## config.mk

```make
export PLATFORM = sky130hd
export DESIGN_NAME = pipe_stall_ctrl
export DESIGN_NICKNAME = d
export VERILOG_FILES = /design/src/rtl/pipe_stall_ctrl.sv
export SDC_FILE = /design/constraint.sdc
export NUM_CORES = 1
export LEC_CHECK = 0
export BUFFER_PORTS_ARGS = -buffer_cell sky130_fd_sc_hd__buf_4
export CAP_MARGIN = 20
export CORE_MARGIN = 3
export CORE_UTILIZATION = 35
export DETAILED_ROUTE_END_ITERATION = 6
export GPL_TIMING_DRIVEN = 0
export PLACE_DENSITY = 0.63
export SYNTH_ARGS = -nofsm -noshare
export SYNTH_HDL_FRONTEND = slang
export SYNTH_SLANG_ARGS = --single-unit
```

## constraint.sdc

```tcl
create_clock -name clk -period 2 [get_ports clk]
set_input_delay 0.1 -clock clk [delete_from_list [all_inputs] [get_ports clk]]
set_output_delay 0.1 -clock clk [all_outputs]
set_load 0.1 [all_outputs]
```

## src/rtl/pipe_stall_ctrl.sv

```systemverilog
// -----------------------------------------------------------------------------
// pipe_stall_ctrl
//   Central stall/scheduling controller for the 5-stage MIPS pipeline.
//   It merges the ID load-use stall request with the multi-cycle divider
//   sequencing in EX. It drives the shared StallBus and owns the divider
//   start/ready handshake, which div and divu share.
//
//   Optional build macro: PIPE_STALL_PERF_EN adds three 32-bit performance
//   counters as extra output ports.
//
// Parameters:
//   DIV_CYCLES  cycles the pipeline is frozen per divide, including the
//               start cycle (2..64)
//   CNT_W       divide counter width; 2^CNT_W > DIV_CYCLES-2
//
// Ports:
//   clk             clock
//   rst             synchronous, active-high reset
//   id_stallreq     ID load-use hazard (level, same cycle)
//   ex_div_req      EX holds a div/divu (held while it sits in EX)
//   div_start       one-cycle pulse that loads the divider operands
//   div_ready       one-cycle pulse; divider result valid, EX may advance
//   div_busy        high while the divider is iterating
//   stall[5:0]      StallBus: [0] PC [1] IF/ID [2] ID/EX [3] EX/MEM
//                   [4] MEM/WB [5] WB; 1 = stop
//   perf_stall_cnt  (PIPE_STALL_PERF_EN) cycles with stall[0]=1
//   perf_luse_cnt   (PIPE_STALL_PERF_EN) cycles with a load-use stall
//   perf_div_cnt    (PIPE_STALL_PERF_EN) number of div_start pulses
// -----------------------------------------------------------------------------
module pipe_stall_ctrl #(
   parameter int DIV_CYCLES = 33,
   parameter int CNT_W      = 6
) (
   input  logic        clk,
   input  logic        rst,
   input  logic        id_stallreq,
   input  logic        ex_div_req,
   output logic        div_start,
   output logic        div_ready,
   output logic        div_busy,
`ifdef PIPE_STALL_PERF_EN
   output logic [5:0]  stall,
   output logic [31:0] perf_stall_cnt,
   output logic [31:0] perf_luse_cnt,
   output logic [31:0] perf_div_cnt
`else
   output logic [5:0]  stall
`endif
);

   localparam logic [1:0] ST_IDLE = 2'd0;
   localparam logic [1:0] ST_BUSY = 2'd1;
   localparam logic [1:0] ST_DONE = 2'd2;

   // The divide freeze holds PC through EX/MEM. The load-use stall holds
   // only PC and IF/ID, so ID/EX takes a bubble.
   localparam logic [5:0] STALL_DIV  = 6'b001111;
   localparam logic [5:0] STALL_LUSE = 6'b000011;
   localparam logic [5:0] STALL_NONE = 6'b000000;

   // BUSY lasts DIV_CYCLES-1 cycles. The counter counts down to zero from
   // DIV_CYCLES-2.
   localparam logic [CNT_W-1:0] CNT_LOAD = CNT_W'(DIV_CYCLES - 2);

   logic [1:0]       state;
   logic [1:0]       state_nxt;
   logic [CNT_W-1:0] cnt;
   logic [CNT_W-1:0] cnt_nxt;

   always_comb begin
      state_nxt = state;
      cnt_nxt   = cnt;
      div_start = 1'b0;
      div_ready = 1'b0;
      div_busy  = 1'b0;
      stall     = STALL_NONE;
      case (state)
         ST_IDLE: begin
            // A divide beats a load-use stall. A bubble must not be
            // inserted behind a frozen EX.
            if (ex_div_req) begin
               div_start = 1'b1;
               stall     = STALL_DIV;
               cnt_nxt   = CNT_LOAD;
               state_nxt = ST_BUSY;
            end else if (id_stallreq) begin
               stall = STALL_LUSE;
            end
         end
         ST_BUSY: begin
            // id_stallreq is ignored. ex_div_req dropping here does not
            // abort the sequence.
            div_busy = 1'b1;
            stall    = STALL_DIV;
            if (cnt != '0) begin
               cnt_nxt = cnt - CNT_W'(1);
            end else begin
               state_nxt = ST_DONE;
            end
         end
         ST_DONE: begin
            // The divide is still in EX this cycle, so ex_div_req is
            // still high. It is ignored so that the divider does not
            // restart.
            div_ready = 1'b1;
            state_nxt = ST_IDLE;
            if (id_stallreq) begin
               stall = STALL_LUSE;
            end
         end
         default: begin
            state_nxt = ST_IDLE;
         end
      endcase
   end

   always_ff @(posedge clk) begin
      if (rst) begin
         state <= ST_IDLE;
         cnt   <= '0;
      end else begin
         state <= state_nxt;
         cnt   <= cnt_nxt;
      end
   end

`ifdef PIPE_STALL_PERF_EN
   always_ff @(posedge clk) begin
      if (rst) begin
         perf_stall_cnt <= '0;
         perf_luse_cnt  <= '0;
         perf_div_cnt   <= '0;
      end else begin
         if (stall[0]) begin
            perf_stall_cnt <= perf_stall_cnt + 32'd1;
         end
         if (stall == STALL_LUSE) begin
            perf_luse_cnt <= perf_luse_cnt + 32'd1;
         end
         if (div_start) begin
            perf_div_cnt <= perf_div_cnt + 32'd1;
         end
      end
   end
`endif

endmodule

```

==> results.py <==
metrics = {
    "clock_network": {
        "htreeDepth": 1,
        "clk_pin_slew_worst_paths_ns": 0.05,
        "postCtsHoldBufs": 0,
        "cts_tree": "yes",
        "cts.sinks": 8,
        "cts-root-buf": "clkbuf_4",
        "clk_latency_ns": 0.26,
        "cts_resized": 0,
        "cts_buffers": 3,
        "cts_setup_buffers": 0,
        "clockBufferDepth": 2,
    },
    "sta": {
        "rsz0062_at_grt": "false",
        "hold_viol_final": 0,
        "setup_viol": 0,
        "hold_slack_ns": 0.04537,
        "fin_skew_ns": 0.002402,
        "drv_slew": 0,
        "final.period_utilization": 0.8055,
        "setup-tns-final_ns": 0,
        "max_freq_ghz": 0.6207,
        "finalCriticalPeriod_ns": 1.611,
    },
    "setup_path": {
        "start_kind": "flip-flop",
        "path_class": "flip-flop to output port",
        "worstPathArrival_ns": 1.51,
        "critPathMaxFanout": 10,
        "cp-end-kind": "output port",
        "worstPathRequired_ns": 1.90,
    },
    "power": {
        "vdd_drop_max_mv": 0.4110,
        "p_leak_nw": 0.2865,
        "seqPwrFrac": 0.332,
        "p_sw_frac": 0.4582,
        "p_int_uw": 332.1,
        "p_sw_uw": 280.8,
        "combPwrFrac": 0.463,
        "clkPwrFrac": 0.204,
        "power_density_nw_per_um2": 975.8,
    },
    "synth": {
        "synth_area_leaders": "dfxtp_1, buf_4, ha_1, inv_1, a21oi_1",
        "synth_top_area_frac": 0.3257,
        "ys.warnings.count": 0,
        "syn_area_um2": 491.7,
        "seq_area_frac_synth": 0.3257,
        "ys_ff_latch": 8,
        "yosys.area.top_type": "dfxtp_1",
        "netlist_instances": 57,
        "synth_cell_types": 32,
        "syn-mean-instance-area_um2": 8.627,
    },
    "global_routing": {
        "grt_max_degree": 11,
        "grt_pass1_vias": 374,
        "grt_overflow": 0,
        "grt_pass1_wl_mm": 1.649,
        "globalRouteTotalUtil": 0.1191,
        "antenna_found_initial": 0,
    },
    "place": {
        "place_area_um2": 605.6,
        "portBuffers": 10,
        "gp_congestion": 0.8426,
    },
    "detailed_routing": {
        "drt-total-wl_mm": 1.039,
        "wire_per_inst_um": 12.22,
        "drt_iter0_drc": 10,
        "drc": 0,
        "dr_total_vias": 473,
        "viasPerCell": 5.565,
        "first_pass_iters": 4,
        "drtAntennaViolNets": 0,
    },
    "cells_and_area": {
        "syn2layout_area_growth_pct": 27.74,
        "fin_nets": 79,
        "num-fill-cells": 130,
        "fin_area_um2": 628.1,
        "num_antenna_cells": 0,
        "drive_gt1_frac": 0.3239,
    },
    "floorplanning": {
        "rows": 12,
        "initial_utilization": 0.4043,
        "die_h_um": 43.48,
        "core-area_um2": 1216,
        "die-area_um2": 1891,
        "io_pins": 13,
        "fp.dieW_um": 43.48,
    },
    "job": {
        "maxCapViolCount": 0,
    },
    "outcome": {
        "outcome": "complete, no violations",
    },
    "hold_path": {
        "hold_class": "input pin to flip-flop",
    },
}
==> cell usage after synthesis <==
library cell  count
a2111o_1          1
a211o_1           1
a211oi_1          1
a21oi_1           4
a311oi_1          2
a31oi_1           1
and2_1            1
and2b_2           1
and3_1            1
buf_4             4
buf_6             1
conb_1            1
dfxtp_1           8
ha_1              2
inv_1             6
nand2_1           1
nand2b_1          1
nand3b_1          1
nand4_1           1
nor2_1            3
nor2b_1           2
nor3_1            2
nor3b_1           1
o2111a_1          1
o211a_1           1
o21ai_0           2
o21bai_1          1
o221a_2           1
o22ai_1           1
o41ai_1           1
or3_1             1
or4b_1            1
==> worst max-delay path, cell delays in order, from the launching register on <==
cell      delay (ns)
dfxtp_1         0.31
buf_6           0.13
o21bai_1        0.31
inv_1           0.14
buf_4           0.15
buf_4           0.22
==> routing by layer <==
metal / part of all wire / global-route usage
met5: 0 / 0
met4: 0.012 / 0.09036
met3: 0.095 / 0.02490
met2: 0.43 / 0.1563
met1: 0.46 / 0.1663
==> path summary, 6_finish.rpt <==
check / end / slack, ns / cells after the start / start
worst min-delay path: cnt[2] / 0.05 / 2 / rst
worst max-delay path: stall[3] / 0.39 / 5 / state[0]
worst max register to register: cnt[3] / 0.46 / 3 / state[1]
worst min register to register: cnt[5] / 0.51 / 2 / cnt[5]
==> power by group through the flow <==
| stage | combinational [mW] | clock [mW] | sequential [mW] |
|---|---|---|---|
| after floorplan | 0.236 | 0 | 0.200 |
| after global placement | 0.283 | 0 | 0.206 |
| after detailed placement | 0.284 | 0 | 0.206 |
| after CTS | 0.284 | 0.132 | 0.203 |
| after global routing | 0.303 | 0.137 | 0.207 |
| final | 0.284 | 0.125 | 0.204 |
==> flip-flops by register name, summed over array words and instances, names as in the netlist <==
register	flops
state	2
cnt	6
==> metrics by stage <==
step | worst slack [ns] | cells | total power [mW] | util
5_1_grt | 0.3203 | 85 | 0.6473 | 0.5165
3_3_place_gp | 0.4774 | 82 | 0.4885 | 0.4979
3_5_place_dp | 0.4661 | 82 | 0.4901 | 0.4979
6_report | 0.3890 | 85 | 0.6129 | 0.5165
2_1_floorplan | 0.1540 | 58 | 0.4366 | -
4_1_cts | 0.3817 | 85 | 0.6186 | 0.5165
==> placed cells by master, fill, tap and decap left out <==
| master | count |
|---|---|
| buf_4 | 14 |
| dfxtp_1 | 8 |
| inv_1 | 6 |
| a21oi_1 | 4 |
| nor2_1 | 3 |
| clkbuf_4 | 3 |
| a311oi_1 | 2 |
| nor3_1 | 2 |
| ha_1 | 2 |
| conb_1 | 2 |
| buf_6 | 1 |
| nor2b_2 | 1 |
| nor3b_4 | 1 |
| o21bai_1 | 1 |
| and2b_2 | 1 |
| o21ai_2 | 1 |
| nor2b_1 | 1 |
| o2111a_1 | 1 |
| or4b_1 | 1 |
| o22ai_1 | 1 |
| a2111o_1 | 1 |
| nand3b_1 | 1 |
| a211o_1 | 1 |
| a31oi_1 | 1 |
| nand2_1 | 1 |
| nand2b_1 | 1 |
| or3_1 | 1 |
| o221a_2 | 1 |
| o211a_1 | 1 |
| o21ai_0 | 1 |
| o41ai_1 | 1 |
| nand4_1 | 1 |
| a211oi_1 | 1 |
| and3_1 | 1 |
| and2_1 | 1 |
==> cell type report <==
type | instances | area, um2 | area share
Buffer | 5 | 41.29 | 0.06574
Clock buffer | 3 | 22.52 | 0.03586
Inverter | 6 | 22.52 | 0.03586
Multi-Input combinational cell | 39 | 289.0 | 0.4602
Sequential cell | 8 | 160.2 | 0.2550
Tap cell | 14 | 17.52 | 0.02789
Timing Repair Buffer | 10 | 75.07 | 0.1195
==> cell families after synthesis <==
| logic type | Yosys count | synth area share |
|---|---|---|
| other | 1 | 0.007626 |
| buffers and inverters | 11 | 0.1298 |
| AOI/OAI and AO/OA | 18 | 0.2774 |
| and+or+nand+nor | 17 | 0.2087 |
| adders and majority gates | 2 | 0.05088 |
| DFF | 8 | 0.3257 |
No activity file was read; power rests on OpenSTA's default activity.
